==> config.mk <==
export PLATFORM = sky130hd
export DESIGN_NAME = prbs26_next_comb
export DESIGN_NICKNAME = d
export VERILOG_FILES = /design/src/rtl/prbs26_pkg.sv /design/src/rtl/prbs26_next_comb.sv
export SDC_FILE = /design/constraint.sdc
export NUM_CORES = 1
export LEC_CHECK = 0
export CAP_MARGIN = 30
export CORE_MARGIN = 4
export CORE_UTILIZATION = 14
export DETAILED_ROUTE_END_ITERATION = 10
export PLACE_DENSITY_LB_ADDON = 0.08
export SLEW_MARGIN = 20
export SYNTH_ARGS = -nofsm -noshare
export SYNTH_HDL_FRONTEND = slang
export SYNTH_SLANG_ARGS = --single-unit
==> constraint.sdc <==
create_clock -name vclk -period 1
set_input_delay 0.3 -clock vclk [all_inputs]
set_output_delay 0.3 -clock vclk [all_outputs]
set_load 0.01 [all_outputs]
==> src/rtl/prbs26_pkg.sv <==
// Shared types, widths and the next-state function of the 26-bit Galois PRBS
// (x^26+x^8+x^7+x+1). Bit 1 is the MSB, bit 26 the LSB.
package prbs26_pkg;
  localparam int PRBS_W = 26;
  localparam int TAP_A  = 1;
  localparam int TAP_B  = 7;
  localparam int TAP_C  = 8;

  typedef enum logic [1:0] {HUNT, VERIFY, LOCKED} state_e;

  function automatic logic [1:PRBS_W] prbs26_next(input logic [1:PRBS_W] s);
    logic [1:PRBS_W] n;
    if (s == '0) begin
      // zero-escape, mirrors the generator
      n = '0;
      n[PRBS_W] = 1'b1;
    end else begin
      n = {s[PRBS_W], s[1:PRBS_W-1]};
      n[TAP_A+1] = s[TAP_A] ^ s[PRBS_W];
      n[TAP_B+1] = s[TAP_B] ^ s[PRBS_W];
      n[TAP_C+1] = s[TAP_C] ^ s[PRBS_W];
    end
    return n;
  endfunction
endpackage

==> src/rtl/prbs26_next_comb.sv <==
// Combinational PRBS26 predictor; lets both checker predictors share one implementation.
module prbs26_next_comb
  import prbs26_pkg::*;
(
  input  logic [1:PRBS_W] s_i,
  output logic [1:PRBS_W] n_o
);
  assign n_o = prbs26_next(s_i);
endmodule

---- Yosys cells after proc, flatten, opt, wreduce, memory -nomap -nowiden ----
Index checks and enable logic that the tools add are counted.
cells by class
  mux-type cells .......................... 1
  bitwise gates (word level) .............. 3
  reduce and logical (&&, ||, !) cells .... 1
operators by type and width
  kind                count
  logical NOT 26 bit  1
  2-to-1 mux 26 bit   1
  XOR 1 bit           3
word-level totals
  flip-flop bits (word level) ............. 0
  input port bits ......................... 26
  output and inout port bits .............. 26

---- Longest topological paths before layout ----
Gate-level depths: netlist (run 1).
  word-level depth ........................ 2
  depth in mapped cells ................... 3

---- Least setup slack after synthesis (run 1) ----
No wires, ideal clock.
  path kind ............................... input -> output
  from .................................... in s_i[26] (netlist bit)
  to ...................................... out n_o[26] (netlist bit)
  data arrival time ....................... 0.888 ns
  required time ........................... 0.700 ns
  path slack .............................. -0.188 ns
  cell stages on the path ................. 3
  path buffers ............................ 0
  cells stage by stage .................... nor4_1 > nand4_1 > o21bai_1
between the ends
  longest elaborated chain between the ends .. 2
ends and longest elaborated chain
  item                RTL line               source
  from (decl)         prbs26_next_comb.sv:5  input logic [1:PRBS_W] s_i,
  logical NOT 26 bit  prbs26_pkg.sv:13       if (s == '0) begin
  2-to-1 mux 26 bit   prbs26_pkg.sv:13
  to (decl)           prbs26_next_comb.sv:6  output logic [1:PRBS_W] n_o
Every way passes these cells.

---- Worst setup path in the final report (run 1) ----
  from .................................... in s_i[12] (netlist bit)
  to ...................................... out n_o[26] (netlist bit)
Same word-level chain as after synthesis.

==> results.toml, run 1 <==
[outcome]
outcome = "finished, violations left"
violations = "negative setup slack"

[cells_and_area]
drive_above_1_share_pct = 67.1
nClkBuffers = 0
ff_latch_area_um2 = 0
syn_to_final_growth_pct = 240
diodes = 0
seq_cell_count = 0
post-route-util_pct = 54.2
nNetsFinal = 98

[detailed_routing]
met3_wirelength_um = 86
drc_errors = 0
antenna_left = 0
wl_mm = 1.05
first_pass_iters = 1
dr.max_layer_used = "met3"
met1Wirelength_um = 402
met2WireLength_um = 561
vias_per_cell = 3.99
wl_per_cell_um = 12.5
first_iter_violations = 0
vias = 335

[sta]
fmax_mhz = 739
fin_crit_ns = 1.35
max_slew_margin_pct = 86.9
rsz0062_at_grt = "true"
setup_violations = 5
report.final.slew_viol_count = 0
max_slew.worst_pin.slew_ns = 0.195
whs_ns = 0.827
hold_viol_final = 0
fin_ws_ns = -0.352
tns_ns = -0.804
layout_worst_path_cycle_share_pct = 135

[floorplan]
core-area_mm2 = 0.00119
die_width_um = 44.7
die_height_um = 44.7
ioPinCount = 52
placementRows = 12
initial_core_util_pct = 15.9
die-area_mm2 = 0.00200

[synthesis]
synth_fp_nets = 61
netlist_instances = 35
ys_top_cells_by_area = "clkbuf_1 (44%), xor2_1 (14%), nor4_4 (11%)"
yosysWarningCount = 0
synth.distinct_cells = 10
yosysTopAreaCell = "clkbuf_1"
avgSynthCellArea_um2 = 5.40
seq_area_frac_synth_pct = 0
syn-cell-area_um2 = 189
yosysTopAreaCellShare_pct = 43.7

[grt]
grt_pass1_wl_mm = 1.57
grt_max_degree = 5
antenna_found_initial = 0
track_usage_pct = 9.87
grt_pass1_vias = 348
overflow = 0

[worst_setup_path]
worst_path_max_delay_cell = "nor4_4"
cp_top_family = "simple AND/OR/NAND/NOR gates"
max_stage_delay_ns = 0.25
cp_data_arrival_time_ns = 1.05
cp_max_fo = 2
worstSetupPathType = "in -> out"
endpoint_kind = "primary output"
crit_chain = "buf_6 > nor4_4 > nand4_1 > o21bai_1 > buf_2"
cp-start-kind = "input pin"
cp_data_required_time_ns = 0.70
crit_buf_inv = 2

[placed_design]
dp_slack_ns = -1.18
gp_congestion = 0.648
numPortBuffers = 52

[min_path]
min_from = "s_i[6]"
worstHoldPathType = "in -> out"
min_path_cells = 2
hold_end = "n_o[7]"

[clock_network]
hold_buffers = 0

[power_and_ir_drop]
p_leak_nw = 0.303
design_power_total_w = 0.000269
ir_drop_mv = 0.172
power_density_mw_per_mm2 = 418

[run]
maxCapViolCount = 0
## cell type report
| type | count | area (um2) |
|---|---|---|
| fill | 118 | 543 |
| timing repair buffer | 57 | 469 |
| multi-input combinational | 13 | 156 |
| tap | 14 | 17.5 |
## stage by stage
step / cell area, um2 / std cells
2_1_floorplan: 225 / 35
3_3_place_gp: 718 / 84
3_5_place_dp: 718 / 84
4_1_cts: 639 / 84
5_1_grt: 643 / 84
6_report: 643 / 84
## cell usage after synthesis
cell type,instances
clkbuf_1,22
nor4_1,3
xor2_1,3
nand3_1,1
nand4_1,1
nor2_1,1
nor3_1,1
nor4_2,1
nor4_4,1
o21bai_1,1
## how the worst max path moves through the flow
stage                     startpoint  slack (ns)  cells past startpoint       to
final                        s_i[12]       -0.35                      5  n_o[26]
after global routing         s_i[12]       -0.48                      5  n_o[26]
after CTS                    s_i[12]       -0.39                      5  n_o[26]
after detailed placement     s_i[21]       -1.18                      5  n_o[26]
after global placement       s_i[21]       -1.17                      5  n_o[26]
after floorplan              s_i[21]       -0.16                      3  n_o[26]
## cells by family after synthesis
| group | synth area share, % |
|---|---|
| compound gates | 3.97 |
| xor+xnor | 13.9 |
| simple gates | 38.4 |
| buf+inv | 43.7 |
## repair_timing
item                                    in CTS  in global routing
endpoints found under the setup margin      26                 12
pin swaps                                   13                  6
resized for setup                          169                 12
setup buffers                                0                  0
## power by group
| group | internal [W] | leakage (nW) | total, W | switching [W] |
|---|---|---|---|---|
| Combinational | 0.000156 | 0.303 | 0.000269 | 0.000113 |
| Sequential | 0 | 0 | 0 | 0 |
| Clock | 0 | 0 | 0 | 0 |
## layout by cell type (no fill, tap or decap), drive strengths merged
cell / instances
buf: 37
clkbuf: 2
clkdlybuf4s15: 9
clkdlybuf4s50: 2
dlygate4sd2: 7
nand3: 1
nand4: 1
nor2: 1
nor3: 1
nor4: 5
o21bai: 1
xor2: 3
## metal layers
| layer | vias to the layer above | track usage (%) |
|---|---|---|
| met3 | 0 | 0.398 |
| li1 | 170 | - |
| met1 | 143 | 12.5 |
| met4 | 0 | 0 |
| met5 | - | 0 |
| met2 | 22 | 19.2 |
No activity file was read; power rests on OpenSTA's default activity.
==> run 2, diff against run 1 <==
CORE_MARGIN = 2   (was 4)
PLACE_DENSITY = 0.79   (was default)
PLACE_DENSITY_LB_ADDON = default   (was 0.08)
==> run 2 against run 1 <==
The run still ends with negative setup slack left. Via count grew 4.5%. Worst setup slack lost 0.0082 ns. Fmax shrank 0.60%. Count of clock-buffer cells in the layout is the same. Critical path depth is the same. Utilization shrank 4.6 points. Combinational power shrank 3%. Power shrank 2.5%. Final area shrank 0.78%. Sequential share of layout area is the same. Worst hold slack lost 0.0085 ns. Cell count is the same. Critical endpoint unchanged. Largest cell class unchanged. Largest power group unchanged.
==> results.toml, run 2 (synthesis gave the netlist of run 1 again) <==
[outcome]
outcome = "finished, violations left"
violations = "negative setup slack"

[sta]
whs_ns = 0.819
report.final.slew_viol_count = 0
max_slew_margin_pct = 86.6
fin_crit_ns = 1.36
rsz0062_at_grt = "true"
setup_violations = 4
fin_ws_ns = -0.361
hold_viol_final = 0
max_slew.worst_pin.slew_ns = 0.200
layout_worst_path_cycle_share_pct = 136
fmax_mhz = 735

[run]
maxCapViolCount = 0

[floorplan]
ioPinCount = 52
initial_core_util_pct = 14.7
die-area_mm2 = 0.00166
die_width_um = 40.7
die_height_um = 40.7
core-area_mm2 = 0.00128
placementRows = 13

[cells_and_area]
ff_latch_area_um2 = 0
nNetsFinal = 97
layout_commonest_cell = "buf_2"
diodes = 0
drive_above_1_share_pct = 63.8
seq_cell_count = 0
mostFrequentLayoutCells = "buf_2 (21), buf_6 (12), dlygate4sd2_1 (9), clkdlybuf4s15_1 (9), nor4_4 (4)"
syn_to_final_growth_pct = 238
nClkBuffers = 0

[detailed_routing]
first_iter_violations = 1
wl_um = 943
drc_errors = 0
antenna_left = 0
wl_per_cell_um = 11.2
first_pass_iters = 3
vias = 350
vias_per_cell = 4.17

[min_path]
min_from = "s_i[6]"
worstHoldPathType = "in -> out"
hold_end = "n_o[7]"
min_path_cells = 2

[placed_design]
gp_congestion = 0.600
dp_slack_ns = -1.19
numPortBuffers = 52
hpwl_um = 843

[grt]
grt_pass1_vias = 286
grt_pass1_wl_mm = 1.19
grt_max_degree = 5
overflow = 0
track_usage_pct = 9.87
antenna_found_initial = 0

[worst_setup_path]
cp_data_required_time_ns = 0.70
cp_data_arrival_time_ns = 1.06
endpoint_kind = "primary output"
cp-start-kind = "input pin"
cp_max_fo = 2
worstSetupPathType = "in -> out"

[power_and_ir_drop]
p_leak_nw = 0.299
power_density_mw_per_mm2 = 410
ir_drop_mv = 0.146

[clock_network]
postCtsSetupBuffers = 0
## run 2: report_power, final
| group | switching (W) | internal, W |
|---|---|---|
| Sequential | 0 | 0 |
| Combinational | 0.000112 | 0.000150 |
| Clock | 0 | 0 |
| Total | 0.000112 | 0.000150 |
## run 2: per-layer routing
layer / vias to the layer above / global-route usage, % / routed length [um]
li1: 168 / - / -
met1: 161 / 9.29 / 289
met2: 21 / 22.6 / 525
met3: 0 / 1.09 / 128
met4: 0 / 0 / 0
met5: - / 0 / 0
## run 2: worst max path at each step
stage / cells past startpoint / slack [ns] / startpoint / endpoint
floorplan: 3 / -0.16 / s_i[21] / n_o[26]
global placement: 5 / -1.16 / s_i[21] / n_o[26]
detailed placement: 5 / -1.19 / s_i[21] / n_o[26]
CTS: 5 / -0.41 / s_i[12] / n_o[26]
global route: 5 / -0.43 / s_i[24] / n_o[26]
finish: 5 / -0.36 / s_i[4] / n_o[26]
## run 2: metrics by stage
step / power, W / cells / TNS (ns) / util (%) / instance area (um2)
floorplan: 0.0000834 / 35 / -0.161 / - / 225
global route: 0.000281 / 84 / -0.788 / 49.7 / 638
detailed placement: 0.000320 / 84 / -18.61 / 55.4 / 712
CTS: 0.000252 / 84 / -0.647 / 47.7 / 613
global placement: 0.000317 / 84 / -18.44 / 55.4 / 712
finish: 0.000262 / 84 / -0.640 / 49.7 / 638
## run 2: critical path, cell delays in order
cell and delay, ns:
buf_2 0.11, nor4_2 0.26, nand3_1 0.10, o21bai_1 0.15, buf_2 0.15
## run 2: layout make-up
class              count  area (um2)
fillers              130         647
multi-input cells     13         164
well taps             15        18.8
repair buffers        56         455
## run 2: timing repair
action,CTS,global route
hold buffers,0,0
resized for setup,162,14
endpoints found under the hold margin,0,0
setup endpoints to repair,26,10
pin swaps,12,7
==> run 3, diff against run 2 <==
RECOVER_POWER = 25   (was default)
==> run 3 against run 2 <==
The flow still finishes with violations (negative setup slack). Global-route usage unchanged. Power shrank 0.57%. Die area did not move. Critical path type unchanged.
==> results.toml, run 3 (synthesis gave the netlist of run 1 again) <==
[sta]
max_slew_margin_pct = 86.6
max_slew.worst_pin.slew_ns = 0.200
setup_violations = 4
rsz0062_at_grt = "true"
fin_crit_ns = 1.36
hold_viol_final = 0
report.final.slew_viol_count = 0
fin_ws_ns = -0.361
layout_worst_path_cycle_share_pct = 136
fmax_mhz = 735

[floorplan]
ioPinCount = 52
placementRows = 13
core-area_mm2 = 0.00128
die_height_um = 40.7
die_width_um = 40.7
die-area_mm2 = 0.00166
initial_core_util_pct = 14.7

[placed_design]
gp_congestion = 0.600
dp.cells = 84
dp_slack_ns = -1.19
post_dp_cell_area_um2 = 712
hpwl_um = 843
numPortBuffers = 52

[power_and_ir_drop]
sw_frac_of_total_pct = 43.2
power_density_mw_per_mm2 = 410
ir_drop_mv = 0.146
p_leak_nw = 0.291
internal_power_w = 0.000148
p_switching_w = 0.000112
seqPwrFrac_pct = 0
p_clk_share_pct = 0
p_comb_share_pct = 100.0

[clock_network]
hold_buffers = 0
postCtsSetupBuffers = 0

[detailed_routing]
wl_um = 944
drc_errors = 0
wl_per_cell_um = 11.2
vias_per_cell = 4.17
antenna_left = 0
first_pass_iters = 3
vias = 350
first_iter_violations = 1

[cells_and_area]
nClkBuffers = 0
seq_cell_count = 0
layout_commonest_cell = "buf_2"
mostFrequentLayoutCells = "buf_2 (17), buf_6 (12), dlygate4sd2_1 (9), clkdlybuf4s15_1 (9), nor4_4 (4)"
stdcell_count = 84
drive_above_1_share_pct = 59.4
ff_latch_area_um2 = 0
nNetsFinal = 97
diodes = 0
syn_to_final_growth_pct = 236
fin_area_um2 = 634

[run]
maxCapViolCount = 0

[grt]
grt_pass1_wl_mm = 1.19
grt_max_degree = 5
track_usage_pct = 9.87
antenna_found_initial = 0
overflow = 0
grt_pass1_vias = 286

[worst_setup_path]
cp_top_family = "simple AND/OR/NAND/NOR gates"
max_stage_delay_ns = 0.25
endpoint_kind = "primary output"
cp-start-kind = "input pin"
cp_data_required_time_ns = 0.70
cp_max_fo = 2
crit_buf_inv = 2
worstSetupPathType = "in -> out"
cp_data_arrival_time_ns = 1.06
worst_path_max_delay_cell = "nor4_4"
crit_chain = "buf_6 > nor4_4 > nand4_1 > o21bai_1 > buf_2"

[outcome]
outcome = "finished, violations left"
violations = "negative setup slack"

[min_path]
worstHoldPathType = "in -> out"
==> run 3: cell types whose count changed in the layout (fill, tap and decap cells not counted), sizes merged <==
cell | previous run | this run
clkbuf | 2 | 6
buf | 34 | 30
==> run 3: path summary, 6_finish.rpt <==
| path | start | endpoint | depth (start not counted) |
|---|---|---|---|
| min | s_i[6] | n_o[7] | 2 |
| max | s_i[12] | n_o[26] | 5 |
==> run 3: area by class of cell <==
type / count / area [um2]
fillers: 129 / 651
multi-input cells: 13 / 164
well taps: 15 / 18.8
repair buffers: 56 / 452
==> run 3: routing by layer <==
layer | wire length [um] | global-route usage, % | up-vias
met3 | 128 | 1.09 | 0
met1 | 290 | 9.29 | 161
met5 | 0 | 0 | -
li1 | - | - | 168
met4 | 0 | 0 | 0
met2 | 526 | 22.6 | 21
==> run 3: through the flow <==
step / total power (W) / setup TNS, ns / hold WS, ns / util (%)
final: 0.000260 / -0.640 / 0.816 / 49.4
after global routing: 0.000280 / -0.788 / 0.822 / 49.4
after CTS: 0.000252 / -0.647 / 0.901 / 47.7
after detailed placement: 0.000320 / -18.61 / 1.50 / 55.4
after global placement: 0.000317 / -18.44 / 1.50 / 55.4
after floorplan: 0.0000834 / -0.161 / 0.676 / -
==> run 3: what timing repair did <==
| action | CTS | global route |
|---|---|---|
| resized for setup | 162 | 14 |
| pin swaps | 12 | 7 |
| endpoints found under the setup margin | 26 | 10 |
| cloned | 0 | 0 |
==> run 3: power by group through the flow <==
stage               sequential, W  clock, W  combinational (W)
floorplan                       0         0          0.0000834
global placement                0         0           0.000317
detailed placement              0         0           0.000320
CTS                             0         0           0.000252
global route                    0         0           0.000280
finish                          0         0           0.000260
